**src/rtl/if_fetch_queue.sv**
```systemverilog
// In-order IMEM fetch front end: PC-tagged instruction FIFO with credit-based issue and a
// redirect flush that silently drops stale responses. Define FETCH_PERF_CNT_EN for perf counters.
module if_fetch_queue #(
   parameter int unsigned XLEN            = 32,
   parameter int unsigned DEPTH           = 4,
   parameter int unsigned MAX_OUTSTANDING = 2,
   parameter logic [XLEN-1:0] RESET_PC    = '0
) (
   input  logic            ACLK,
   input  logic            ARESETn,
   input  logic            redirect_en,
   input  logic [XLEN-1:0] redirect_pc,
   output logic [XLEN-1:0] imem_addr,
   output logic            imem_ren,
   input  logic            imem_raddr_handshake,
   input  logic            imem_rdata_handshake,
   input  logic [XLEN-1:0] imem_rdata,
   output logic            inst_valid_o,
   input  logic            inst_ready_i,
   output logic [XLEN-1:0] inst_o,
   output logic [XLEN-1:0] pc_o,
`ifdef FETCH_PERF_CNT_EN
   output logic [31:0]     perf_dropped_o,
   output logic [31:0]     perf_empty_o,
`endif
   output logic [XLEN-1:0] pc_next_o
);
   localparam int unsigned PW = (DEPTH > 1) ? $clog2(DEPTH) : 1;
   localparam int unsigned CW = $clog2(DEPTH + 1);
   localparam int unsigned TW = (MAX_OUTSTANDING > 1) ? $clog2(MAX_OUTSTANDING) : 1;

   typedef enum logic {StRun, StDrain} state_e;

   state_e          r_state, w_state_d;
   logic [XLEN-1:0] r_fetch_pc;
   logic [XLEN-1:0] r_fifo_inst [DEPTH];
   logic [XLEN-1:0] r_fifo_pc   [DEPTH];
   logic [PW-1:0]   r_wptr, r_rptr;
   logic [CW-1:0]   r_count, r_out_cnt, r_drop_cnt;
   logic [XLEN-1:0] r_tag [MAX_OUTSTANDING];
   logic [TW-1:0]   r_tag_wptr, r_tag_rptr;

   logic            w_accept, w_ret, w_push, w_pop, w_drop;
   logic [CW-1:0]   w_out_d, w_drop_d;
   logic [CW:0]     w_used;
   logic [TW-1:0]   w_tag_wptr_nxt, w_tag_rptr_nxt;

   // Live credits: buffered entries plus in-flight reads that will not be dropped.
   assign w_used   = {1'b0, r_count} + {1'b0, r_out_cnt} - {1'b0, r_drop_cnt};
   assign imem_ren = ARESETn && !redirect_en && (r_out_cnt < CW'(MAX_OUTSTANDING))
                     && (w_used < (CW+1)'(DEPTH));
   assign imem_addr = r_fetch_pc;

   assign w_accept = imem_ren && imem_raddr_handshake;
   assign w_ret    = imem_rdata_handshake && (r_out_cnt != '0);
   assign w_push   = w_ret && (r_state == StRun) && !redirect_en;
   assign w_pop    = inst_valid_o && inst_ready_i && !redirect_en;
   assign w_drop   = w_ret && (redirect_en || (r_state == StDrain));
   assign w_out_d  = r_out_cnt + CW'(w_accept) - CW'(w_ret);

   assign w_tag_wptr_nxt = (r_tag_wptr == TW'(MAX_OUTSTANDING - 1)) ? '0 : r_tag_wptr + TW'(1);
   assign w_tag_rptr_nxt = (r_tag_rptr == TW'(MAX_OUTSTANDING - 1)) ? '0 : r_tag_rptr + TW'(1);

   assign inst_valid_o = (r_count != '0);
   assign inst_o       = r_fifo_inst[r_rptr];
   assign pc_o         = r_fifo_pc[r_rptr];
   assign pc_next_o    = pc_o + XLEN'(4);

   always_comb begin
      w_state_d = r_state;
      w_drop_d  = r_drop_cnt;
      if (redirect_en) begin
         // Everything still in flight after this cycle belongs to the old stream.
         w_drop_d  = w_out_d;
         w_state_d = (w_out_d != '0) ? StDrain : StRun;
      end else if ((r_state == StDrain) && w_ret) begin
         w_drop_d = r_drop_cnt - CW'(1);
         if (r_drop_cnt == CW'(1)) w_state_d = StRun;
      end
   end

   always_ff @(posedge ACLK or negedge ARESETn) begin
      if (!ARESETn) begin
         r_state    <= StRun;
         r_fetch_pc <= RESET_PC;
         r_wptr     <= '0;
         r_rptr     <= '0;
         r_count    <= '0;
         r_out_cnt  <= '0;
         r_drop_cnt <= '0;
         r_tag_wptr <= '0;
         r_tag_rptr <= '0;
         for (int i = 0; i < int'(DEPTH); i++) begin
            r_fifo_inst[i] <= '0;
            r_fifo_pc[i]   <= '0;
         end
         for (int i = 0; i < int'(MAX_OUTSTANDING); i++) r_tag[i] <= '0;
      end else begin
         r_state    <= w_state_d;
         r_drop_cnt <= w_drop_d;
         r_out_cnt  <= w_out_d;
         if (w_accept) begin
            r_tag[r_tag_wptr] <= r_fetch_pc;
            r_tag_wptr        <= w_tag_wptr_nxt;
         end
         if (w_ret) r_tag_rptr <= w_tag_rptr_nxt;
         if (redirect_en) begin
            r_fetch_pc <= redirect_pc;
            r_wptr     <= '0;
            r_rptr     <= '0;
            r_count    <= '0;
         end else begin
            if (w_accept) r_fetch_pc <= r_fetch_pc + XLEN'(4);
            if (w_push) begin
               r_fifo_inst[r_wptr] <= imem_rdata;
               r_fifo_pc[r_wptr]   <= r_tag[r_tag_rptr];
               r_wptr              <= r_wptr + PW'(1);
            end
            if (w_pop) r_rptr <= r_rptr + PW'(1);
            r_count <= r_count + CW'(w_push) - CW'(w_pop);
         end
      end
   end

`ifdef FETCH_PERF_CNT_EN
   logic [31:0] r_perf_dropped, r_perf_empty;

   always_ff @(posedge ACLK or negedge ARESETn) begin
      if (!ARESETn) begin
         r_perf_dropped <= '0;
         r_perf_empty   <= '0;
      end else begin
         if (w_drop && (r_perf_dropped != '1)) r_perf_dropped <= r_perf_dropped + 32'd1;
         if (!inst_valid_o && inst_ready_i && (r_perf_empty != '1)) begin
            r_perf_empty <= r_perf_empty + 32'd1;
         end
      end
   end

   assign perf_dropped_o = r_perf_dropped;
   assign perf_empty_o   = r_perf_empty;
`endif

`ifndef SYNTHESIS
   a_rdata_without_read: assert property (@(posedge ACLK) disable iff (!ARESETn)
      !(imem_rdata_handshake && (r_out_cnt == '0)))
      else $error("imem rdata handshake with no outstanding read");
`endif

endmodule

```
**config.mk**
```make
export PLATFORM = sky130hd
export DESIGN_NAME = if_fetch_queue
export DESIGN_NICKNAME = d
export VERILOG_FILES = /design/src/rtl/if_fetch_queue.sv
export SDC_FILE = /design/constraint.sdc
export NUM_CORES = 1
export LEC_CHECK = 0
export CAP_MARGIN = 0
export CORE_AREA = 10 10 206 208
export DETAILED_ROUTE_END_ITERATION = 6
export DIE_AREA = 0 0 216 218
export GPL_TIMING_DRIVEN = 0
export HOLD_SLACK_MARGIN = 0.08
export PLACE_DENSITY = 0.63
export SLEW_MARGIN = 20
export SYNTH_ARGS = -nofsm -noshare
export SYNTH_HDL_FRONTEND = slang
export SYNTH_SLANG_ARGS = --single-unit
```
**constraint.sdc**
```tcl
create_clock -name ACLK -period 10.5 [get_ports ACLK]
set_input_delay 2.625 -clock ACLK [delete_from_list [all_inputs] [get_ports ACLK]]
set_output_delay 2.625 -clock ACLK [all_outputs]
set_load 0.1 [all_outputs]
```
Word-level counts from Yosys, hierarchy flattened
Cells that the tools add are included.

Add/sub/neg operators: 13. Magnitude comparators: 8. Eq/ne operators: 1. Mux-type cells: 31. Bitwise gates (word level): 6. Reductions and logical operators: 23.

Operators by type and width (number): 32-bit two-way mux (11); 128-bit bitwise mux (2); 32-bit binary-select mux with 2-bit select (2); 32-bit by 3-bit adder with 32-bit output, second input constant (2); 64-bit bitwise mux (1); 32-bit demux with 2-bit select (1); 32-bit demux with 1-bit select (1); 1-bit logical AND (12); 2-bit nonzero test (5); 3-bit two-way mux (3); 3-bit nonzero test (3); 2-bit two-way mux (4); 3-bit by 1-bit adder with 3-bit output (2); 3-bit >= comparator, second input constant (2); 1-bit two-way mux (6); 2-bit NOT with 3-bit output (2); 3-bit by 1-bit subtractor with 3-bit output (2); 2-bit by 1-bit adder with 2-bit output, second input constant (2); 3-bit by 3-bit adder with 4-bit output (1); 2-bit >= comparator, second input constant (2); 4-bit by 3-bit less-than comparator with 1-bit output, second input constant (1); 1-bit NOT with 2-bit output (2); 2-bit AND reduction (2); 4-bit by 3-bit subtractor with 4-bit output (1); other kinds (8) (10).

Flip-flop bits (word level): 368. Bits of input ports: 70. Output and inout bits: 130. Logic and storage cells: 101.

Longest topological paths before layout
Gate-level depths: netlist (run 1).

Depth in word-level cells: 10. Depth in mapped cells: 15. Mapped depth without buffers: 14.

Worst setup path after synthesis (run 1)
Ideal clock, no wire load.

Path type: input to output. Start point: input redirect_en. End point: output imem_ren. Data arrival time: 5272 ps. Setup slack: 2603 ps. Stages on the path: 3. Path through: clkbuf_1 > clkbuf_1 > a211oi_1.

Word-level cells in the longest chain between the ends: 4.

Ends and longest elaborated chain: from (decl) (RTL line 11) `input logic redirect_en,`; 1-bit logical NOT (RTL line 50) `assign imem_ren = ARESETn && !redirect_en && (r_out_cnt < CW'(MAX_OUTSTANDING))`; 1-bit logical AND (2 in series) (RTL line 50); 1-bit logical AND (RTL line 51) `&& (w_used < (CW+1)'(DEPTH));`; to (decl) (RTL line 14) `output logic imem_ren,`.

Every way passes these cells.

Worst setup path in the final report (run 1)
Same ends and word-level chain as after synthesis.

==> results of run 1 <==
-- worst paths after layout --
check                                   to  slack (ns)  cells past startpoint
setup / recovery                  imem_ren        2.30                      5
hold / removal                   r_tag[33]        0.49                      1
setup reg to reg                   r_state        6.16                     14
hold reg to reg                  r_tag[33]        0.49                      1
max in group asynchronous   r_fifo_pc[114]        7.33                      3
min in group asynchronous  r_fifo_inst[84]        2.06                      1
-- routing by layer --
layer	vias up	wire, um
met5	-	0
met4	0	691
met3	51	2123
met2	244	22650
met1	6136	20200
li1	5341	-
-- per-stage QoR --
step | setup TNS, ns | util
after floorplan | 0 | -
after global placement | -4238.20 | 0.5142
after detailed placement | 0 | 0.5172
after CTS | 0 | 0.5532
after global routing | 0 | 0.5532
final | 0 | 0.5532
-- layout make-up --
class,count,area (um^2)
Clock buffer,62,1177
Tap cell,518,648.1
Clock inverter,14,198.9
Antenna cell,1,2.502
Fill cell,3275,17110
Sequential cell,368,9209
Multi-Input combinational cell,866,7322
Timing Repair Buffer,203,2107
Inverter,31,116.4
Buffer,89,400.4
-- critical path, cell delays in order --
cell and delay [ns]:
clkdlybuf4s50_1 0.73, clkbuf_1 0.62, clkbuf_1 0.46, a211oi_1 0.11
clkdlybuf4s50_1 1.02
-- sequential cells by signal, indices dropped and copies added, names as in the netlist, 2 cells and up --
register	cells
r_fifo_inst	128
r_fifo_pc	128
r_tag	64
imem_addr	32
r_count	3
r_drop_cnt	3
r_out_cnt	3
r_rptr	2
r_wptr	2
-- layout by cell type (no fill, tap or decap), types with 31 or more instances in the layout --
master             n
nand2_1           45
a21oi_1          133
mux4_2            63
clkbuf_1          69
dfrtp_1          368
xnor2_1           37
clkdlybuf4s50_1  198
mux2_2           192
mux2i_1           35
clkbuf_16         43
nor2_1           154
inv_1             31
-- cells by family after synthesis --
family	share of synthesized area
flops	0.5402
simple gates	0.08690
mux	0.2326
compound gates	0.06635
buf+inv	0.03031
xor+xnor	0.02723
fa+ha+maj	0.01644
==> run_results.csv, run 1 <==
group,metric,value,unit
outcome,status,"finished, final reports clean",
synthesis,synth.cell_area,0.01705,mm^2
synthesis,yosysWarnings,0,
global_routing,grt_util_met2,0.3254,
synthesis,avgSynthCellArea,12.59,um^2
global_routing,met1_usage,0.2532,
placed_design,gp_congestion,0.9349,
timing,fin_hold_ws,0.4874,ns
placed_design,dp_cells,2075,
clock_network,cts_tree,"done",
global_routing,antenna_found_initial,1,
synthesis,synth_flop_cell,"dfrtp_1",
synthesis,synth_edf_count,0,
timing,fin_crit,8.198,ns
global_routing,grt_pass1_vias,12727,
clock_network,cts_buffer_depth,3,
die,core,0.03829,mm^2
routing,initialDrtViolationCount,866,
timing,worst_pin_slew,1.035,ns
clock_network,post-cts-setup-buffers,0,
final_layout,nets,1691,
die,start_util,0.4453,
timing,rsz0062_at_grt,"no",
global_routing,use_met3,0.04036,
routing,vias,11772,
worst_setup_path,cp-start-kind,"primary input",
routing,viasPerCell,5.470,
timing,hold_violations,0,
clock_network,clock-sinks,368,
global_routing,top_usage_layer,"met2",
hold_path,hold_path.class,"register to register",
final_layout,syn_to_final_growth,24.25,%
placed_design,numPortBuffers,199,
global_routing,track_usage,0.1939,
placed_design,dpl_worst_slack,2.305,ns
synthesis,synth_area_leaders,"dfrtp_1 (54%), mux2_2 (13%), mux4_2 (8.3%)",
routing,drtPass1Iterations,5,
clock_network,clk_latency,0.55,ns
worst_setup_path,required,7.88,ns
synthesis,syn_inst,1354,
die,die_x,216,um
synthesis,yosysTopAreaCell,"dfrtp_1",
timing,setup_viol,0,
hold_path,min_from,"r_tag[33]",
clock_network,numCtsBuffers,42,
run,drv_cap,0,
worst_setup_path,crit_arrival,5.57,ns
clock_network,clk_pin_slew_worst_paths,0.06,ns
synthesis,synthArstFlopShare,1.000,
die,dieArea,0.04709,mm^2
die,die_h,218,um
clock_network,clockRootBuffer,"clkbuf_16",
routing,ant_nets,0,
final_layout,drive_gt1_frac,0.2229,
placed_design,postPlaceCellArea,0.01980,mm^2
global_routing,grt_max_degree,100,
final_layout,final_area,0.02118,mm^2
timing,post-route-period-util,0.7808,
die,rows,72,
worst_setup_path,critical_path_class,"primary input to output port",
timing,slew_viol_final,0,
synthesis,yosysUniqueCellTypes,59,
clock_network,htreeDepth,2,
global_routing,grt_pass1_wl,72770,um
worst_setup_path,end_kind,"output port",
worst_setup_path,worstReg2RegStart,"r_count[1]",
synthesis,synth.most_common_cell,"dfrtp_1",
synthesis,ys_ff_latch,368,
global_routing,grt-ovfl-total,0,
synthesis,seq_area_frac_synth,0.5402,
timing,finalWorstSetupSlack,2.302,ns
timing,slew_headroom,0.3079,
clock_network,cts_resized,0,
worst_setup_path,critPathMaxFanout,10,
routing,post_drt_wl_per_cell,21.22,um
timing,fin_skew,0.01241,ns
clock_network,cts_hold_buf,0,
die,top_level_ports,200,
synthesis,synth_top_area_frac,0.5402,
routing,drc_errors,0,
worst_setup_path,critPathLaunch,"redirect_en",
placed_design,hpwlAfterDp,32640,um
timing,fmax,0.1220,GHz
final_layout,final_cells,2152,
routing,drt-total-wl,45660,um
synthesis,syn-num-nets,1444,
synthesis,synth.cells.most_frequent,"dfrtp_1 (368), mux2_2 (192), nor2_1 (154), a21oi_1 (133), mux4_2 (63)",
Power of run 1 is not shown: default switching activity piles up to over one toggle a cycle in this logic, so the estimate is an artifact.
==> run 2, diff against run 1 <==
PLACE_DENSITY = 0.65   (was 0.63)
clock period = 6.9 ns   (was 10.5 ns; I/O delays follow)
==> run 2 against run 1 <==
Net effect:
- count of clock-buffer cells in the layout is 2 lower
- register-to-register slack worse by 3.7 ns
- worst hold slack better by 0.0017 ns
- via count is 0.43% higher
- global-route usage is 0.091 points lower
- sequential share of layout area is 0.31 points higher
- critical endpoint unchanged
- critical path depth stayed put
- non-clock buffer count is 1 lower
- highest routed layer unchanged
- critical path type unchanged
- flip-flop and latch count stayed put
==> run_results.csv, run 2 (synthesized netlist as in run 1, its figures left out) <==
group,metric,value,unit
final_layout,syn_to_final_growth,23.38,%
routing,viasPerCell,5.512,
hold_path,min_from,"r_tag[33]",
routing,initialDrtViolationCount,869,
die,dieArea,0.04709,mm^2
routing,drtPass1Iterations,5,
die,die_h,218,um
placed_design,hpwlAfterDp,32380,um
die,top_level_ports,200,
routing,met2_length,22110,um
final_layout,antennaDiodeCount,0,
placed_design,gp_congestion,0.9541,
worst_setup_path,crit_family,"buffers and inverters",
timing,hold_violations,0,
global_routing,grt_pass1_vias,12508,
die,core,0.03829,mm^2
clock_network,cts_tree,"done",
timing,worst_pin_slew,1.035,ns
worst_setup_path,crit_slowest_cell,"clkdlybuf4s50_1",
hold_path,hold_end,"r_tag[33]",
timing,rsz0062_at_grt,"no",
final_layout,drive_gt1_frac,0.2225,
worst_setup_path,path_cells,"clkdlybuf4s50_1, clkbuf_1, clkbuf_1, a211oi_1, clkdlybuf4s50_1",
final_layout,final_common_cell,"dfrtp_1",
final_layout,nets,1689,
worst_setup_path,critPathMaxFanout,10,
worst_setup_path,critPathLaunch,"redirect_en",
timing,fmax,0.1564,GHz
worst_setup_path,r2r_end,"r_state",
timing,post-route-period-util,0.9269,
timing,setup_viol,0,
final_layout,final_area,0.02103,mm^2
timing,fin_skew,0.02887,ns
worst_setup_path,slowest_delay,1.20,ns
routing,drc_errors,0,
timing,slew_viol_final,0,
final_layout,top_regs,"r_fifo_inst: 128 flops, r_fifo_pc: 128 flops, r_tag: 64 flops",
worst_setup_path,worstReg2RegStart,"r_count[1]",
clock_network,clk_pin_slew_worst_paths,0.06,ns
timing,fin_crit,6.395,ns
clock_network,post-cts-setup-buffers,0,
worst_setup_path,r2r_cells,14,
routing,post_drt_wl_per_cell,21.24,um
routing,drt-total-wl,45570,um
global_routing,grt_pass1_wl,72620,um
hold_path,hold_depth,1,
die,rows,72,
clock_network,htreeDepth,2,
routing,wl_met1,20260,um
die,start_util,0.4453,
placed_design,numPortBuffers,199,
worst_setup_path,end_kind,"output port",
global_routing,antenna_found_initial,0,
timing,slew_headroom,0.3075,
outcome,status,"finished, final reports clean",
routing,highest_layer,"met4",
final_layout,layout_common_cells,"dfrtp_1 (368), clkdlybuf4s50_1 (198), mux2_2 (192)",
clock_network,numCtsBuffers,41,
hold_path,hold_path.class,"register to register",
clock_network,clk_latency,0.55,ns
clock_network,cts_resized,0,
clock_network,cts_buffer_depth,3,
worst_setup_path,cp-start-kind,"primary input",
clock_network,clockRootBuffer,"clkbuf_16",
worst_setup_path,required,5.18,ns
run,drv_cap,0,
global_routing,grt_max_degree,104,
routing,vias,11823,
worst_setup_path,crit_arrival,4.67,ns
clock_network,clock-sinks,368,
worst_setup_path,critical_path_class,"primary input to output port",
clock_network,cts_hold_buf,0,
routing,dr_wl_met3,2360,um
die,die_x,216,um
worst_setup_path,reg2reg_slack,2.46,ns
worst_setup_path,crit_cells,5,
global_routing,grt-ovfl-total,0,
global_routing,track_usage,0.1930,
worst_setup_path,worst-path-buf-inv,4,
placed_design,postPlaceCellArea,0.01978,mm^2
routing,ant_nets,0,
## run 2: cell types whose count changed in the layout (fill, tap and decap cells not counted)
cell and delta:
clkbuf_16 -2, buf_16 -1, diode_2 -1, clkinv_2 -1, clkbuf_8 +4, bufinv_16 -4, inv_6 +1, clkinvlp_4 +1
clkbuf_1 -4
## run 2: routing by layer
| layer | track usage | vias up |
|---|---|---|
| li1 | - | 5345 |
| met1 | 0.2606 | 6085 |
| met2 | 0.3155 | 330 |
| met3 | 0.03467 | 63 |
| met4 | 0.05220 | 0 |
| met5 | 0 | - |
## run 2: how the worst max path moves through the flow
stage                     slack (ns)        to
after CTS                       0.52  imem_ren
after global routing            0.41  imem_ren
after detailed placement        0.57  imem_ren
after floorplan                 0.78  imem_ren
after global placement        -14.24  imem_ren
final                           0.50  imem_ren
## run 2: through the flow
step | std cells | hold WS [ns] | worst slack, ns | setup TNS, ns | utilization
2_1_floorplan | 1354 | 0.4574 | 0.7818 | 0 | -
3_3_place_gp | 2071 | 0.4658 | -14.24 | -5491.76 | 0.5142
3_5_place_dp | 2074 | 0.4762 | 0.5746 | 0 | 0.5165
4_1_cts | 2145 | 0.4890 | 0.5175 | 0 | 0.5493
5_1_grt | 2145 | 0.5099 | 0.4057 | 0 | 0.5493
6_report | 2145 | 0.4891 | 0.5047 | 0 | 0.5493
## run 2: area by class of cell
class / count / area (um^2)
buffer: 89 / 400.4
timing repair buffer: 202 / 2079
multi-input combinational: 866 / 7322
sequential: 368 / 9209
fill: 3228 / 17250
inverter: 31 / 116.4
clock inverter: 11 / 90.09
clock buffer: 60 / 1167
tap: 518 / 648.1
## run 2: worst register-to-register path, delay by kind of cell (launching register included)
family,cells,cell delay (ns)
AO/OA/AOI/OAI,3,1.23
flip-flops,1,0.37
buffers and inverters,4,0.52
AND/OR/NAND/NOR,2,0.47
adder cells (fa/ha/maj),5,1.69
Power of run 2 is left out for the same reason.
==> run 3, diff against run 2 <==
CTS_CLUSTER_SIZE = 10   (was not set)
==> run 3 against run 2 <==
Net effect:
- critical path depth unchanged
- flip-flop and latch count unchanged
- global-route usage down 0.051 points
- core utilization shrank 0.22 points
==> run_results.csv, run 3 (synthesized netlist as in run 1, its figures left out) <==
group,metric,value,unit
routing,drc_errors,0,
global_routing,grt_pass1_vias,12450,
routing,viasPerCell,5.524,
timing,fin_tns_setup,0,ns
die,rows,72,
routing,ant_nets,0,
clock_network,clk_latency,0.55,ns
routing,initialDrtViolationCount,743,
placed_design,dp_cells,2074,
worst_setup_path,required,5.18,ns
timing,fin_skew,0.009758,ns
timing,setup_viol,0,
final_layout,final_common_cell,"dfrtp_1",
placed_design,gp_congestion,0.9541,
routing,drtPass1Iterations,5,
final_layout,final_cells,2127,
hold_path,hold_path.class,"register to register",
clock_network,post-cts-setup-buffers,0,
die,die_h,218,um
clock_network,cts_buffer_depth,3,
worst_setup_path,critical_path_class,"primary input to output port",
routing,vias,11749,
final_layout,final_util,0.5472,
outcome,status,"finished, final reports clean",
placed_design,hpwlAfterDp,32380,um
final_layout,drive_gt1_frac,0.2195,
placed_design,postPlaceCellArea,0.01978,mm^2
die,core,0.03829,mm^2
die,dieArea,0.04709,mm^2
routing,post_drt_wl_per_cell,21.37,um
global_routing,grt_pass1_wl,72260,um
clock_network,cts_hold_buf,0,
timing,slew_headroom,0.3056,
clock_network,clock-sinks,368,
timing,fmax,0.1562,GHz
die,start_util,0.4453,
final_layout,layout_common_cells,"dfrtp_1 (368), clkdlybuf4s50_1 (198), mux2_2 (192)",
final_layout,multi_input_area,0.007322,mm^2
clock_network,cts_resized,0,
clock_network,numCtsBuffers,43,
global_routing,grt-ovfl-total,0,
worst_setup_path,crit_arrival,4.68,ns
placed_design,numPortBuffers,199,
final_layout,seq_area,0.009209,mm^2
clock_network,clk_pin_slew_worst_paths,0.05,ns
worst_setup_path,cp-start-kind,"primary input",
clock_network,clockRootBuffer,"clkbuf_16",
global_routing,track_usage,0.1925,
global_routing,antenna_found_initial,1,
worst_setup_path,critPathMaxFanout,10,
final_layout,final_area,0.02095,mm^2
die,top_level_ports,200,
final_layout,syn_to_final_growth,22.88,%
die,die_x,216,um
timing,fin_crit,6.401,ns
timing,rsz0062_at_grt,"no",
run,drv_cap,0,
global_routing,grt_max_degree,104,
worst_setup_path,end_kind,"output port",
timing,slew_viol_final,0,
final_layout,top_regs,"r_fifo_inst: 128 flops, r_fifo_pc: 128 flops, r_tag: 64 flops",
timing,worst_pin_slew,1.038,ns
timing,hold_violations,0,
clock_network,cts_tree,"done",
final_layout,nets,1691,
final_layout,nFillCells,3232,
timing,post-route-period-util,0.9276,
clock_network,htreeDepth,2,
routing,drt-total-wl,45450,um
[run 3: cell type report]
class / instances / area share
Antenna cell: 1 / 0.0001195
Buffer: 89 / 0.01911
Clock buffer: 48 / 0.05423
Clock inverter: 4 / 0.001672
Inverter: 31 / 0.005555
Multi-Input combinational cell: 866 / 0.3495
Sequential cell: 368 / 0.4396
Tap cell: 518 / 0.03094
Timing Repair Buffer: 202 / 0.09927
[run 3: layer usage]
metal,routed length [um],share of wire,GRT usage
met5,0,0,0
met2,21890,0.48,0.3130
met1,20270,0.45,0.2598
met4,921,0.020,0.05523
met3,2361,0.052,0.03495
[run 3: final timing paths]
check	from	slack, ns	cells past startpoint	to
worst max register to register	r_count[1]	2.48	14	r_state
worst min-delay path	r_tag[33]	0.49	1	r_tag[33]
min in group asynchronous	ARESETn	1.17	1	r_fifo_inst[82]
worst min register to register	r_tag[33]	0.49	1	r_tag[33]
worst max-delay path	redirect_en	0.50	5	imem_ren
max in group asynchronous	ARESETn	4.32	3	r_fifo_pc[48]
[run 3: stage by stage]
| step | hold WS, ns | setup WS [ns] |
|---|---|---|
| floorplan | 0.4574 | 0.7818 |
| global placement | 0.4658 | -14.24 |
| detailed placement | 0.4762 | 0.5746 |
| CTS | 0.4884 | 0.5175 |
| global route | 0.5089 | 0.4076 |
| finish | 0.4887 | 0.4995 |
[run 3: critical path: stages]
cell,delay [ns]
clkdlybuf4s50_1,0.64
clkbuf_1,0.37
clkbuf_1,0.37
a211oi_1,0.36
clkdlybuf4s50_1,1.20
Power of run 3 is left out for the same reason.
==> RTL change, RTL diff (config.mk and constraints of run 1) <==
The parameter `MAX_OUTSTANDING` goes from 2 to 4.
--- a/src/rtl/if_fetch_queue.sv
+++ b/src/rtl/if_fetch_queue.sv
@@ -3,7 +3,7 @@
 module if_fetch_queue #(
    parameter int unsigned XLEN            = 32,
    parameter int unsigned DEPTH           = 4,
-   parameter int unsigned MAX_OUTSTANDING = 2,
+   parameter int unsigned MAX_OUTSTANDING = 4,
    parameter logic [XLEN-1:0] RESET_PC    = '0
 ) (
    input  logic            ACLK,
Check against the original RTL: not equivalent (Yosys sat finds a counterexample within 4 cycles, from zero or initial values and one cycle with ARESETn low).
==> RTL change against run 1 <==
- synthesized area up 20%
- worst setup slack better by 0.22 ns
- sequential cell count up 66
- maximum frequency up 2.7%
- design area up 17%
- routed wire length up 9.1%
- first-iteration DRC count down 31%
- die area unchanged
- register-to-register slack worse by 0.41 ns
- clock skew up 0.0046 ns
- hold slack better by 0.0027 ns
- critical path type unchanged
- critical endpoint unchanged
- highest routed layer unchanged
==> RTL change: results (changes against run 1) <==
| Metric | Value |
|---|---|
| Nets | 1,750 (+3.5%) |
| Inserted Diodes | 0 (-1) |
| Worst hold path endpoint | r_tag[53] |
| Count of plain and timing-repair buffers in the layout | 302 (+3.4%) |
| Global-route wire length before repair | 79,400 um (+9.1%) |
| Worst clock skew on the final layout | 0.0170 ns (+0.00462 ns) |
| TritonCTS Buffers | 47 (+12%) |
| Number of multi-input combinational cells in the layout | 834 (-3.7%) |
| Fraction of area in multi-input gates | 35.9% (+1.3 points) |
| Most used standard cells in the synthesized netlist | 434 x sky130_fd_sc_hd__dfrtp_1, 372 x sky130_fd_sc_hd__mux2_2, 90 x sky130_fd_sc_hd__mux4_2 |
| Half-perimeter wire length after placement | 35,600 um (+9.0%) |
| Final standard cell utilization of the core | 64.6% (+9.3 points) |
| Leading registers by flop count | r_fifo_inst: 128 flops, r_fifo_pc: 128 flops, r_tag: 128 flops |
| Critical path's largest stage delay | 1.19 ns (+0.17 ns) |
| Startpoint of the tightest hold check path | r_tag[53] |
| Total instance count after detailed placement | 2,125 (+2.4%) |
| Layout cells sized above 1 | 37.0% (+15 points) |
| Hold slack final | 0.490 ns (+0.00271 ns) |
| Met2 wire length | 24,000 um (+6.0%) |
| Signal arrival time at the worst endpoint | 5.36 ns (-0.21 ns) |
| Detailed-route wire length on metal 1 | 22,500 um (+11%) |
| Routability-driven placement congestion ratio | 0.863 (-7.7%) |
| Synthesized Nets | 1,497 (+3.7%) |
| Outcome | completed |
| Number of clock-tree buffers in the layout | 69 (+11%) |
| Layout sequential cell count | 434 (+18%) |
| Tot GR Track Use | 21.4% (+2.0 points) |
| Timing-limited maximum frequency | 125 MHz (+2.7%) |
| Routed wire length on met3 | 2450 um (+16%) |
| Share of the final layout cell area in sequential cells | 43.9% (+0.42 points) |
| Violation count after the first detailed-routing iteration | 595 (-31%) |
| Met3 capacity usage during global routing | 4.17% (+0.14 points) |
| Worst reg2reg path depth | 17 (+3) |
| Post-Layout Cell Count | 2,209 (+2.6%) |
| Post-synthesis instance area | 20,400 um^2 (+20%) |
| Placed cell areas | 23,200 um^2 (+17%) |
RTL change: cell types whose count changed after synthesis, sizes merged, moves of 32 or more:
| cell | before | now |
|---|---|---|
| dfrtp | 368 | 434 |
| mux2 | 195 | 379 |
| mux4 | 63 | 96 |
| mux2i | 35 | 1 |
| buf | 36 | 68 |
| a21oi | 133 | 2 |
| nor2 | 155 | 47 |
RTL change: cells by family (layout without fill, tap and decap cells):
| logic type | after synthesis | count (layout) | synth area share (%) |
|---|---|---|---|
| AOI/OAI and AO/OA | 86 | 86 | 2.76 |
| xor gates and xnor gates | 38 | 38 | 1.63 |
| adders and majority gates | 24 | 24 | 1.62 |
| buffers and inverters | 135 | 423 | 3.13 |
| DFF | 434 | 434 | 53.3 |
| muxes | 476 | 476 | 31.7 |
| and+or+nand+nor | 210 | 210 | 5.85 |
RTL change: worst max-delay path: cells and delay by family:
kind | cells | cell delay [ns]
AND/OR/NAND/NOR | 1 | 0.27
buffers and inverters | 4 | 2.30
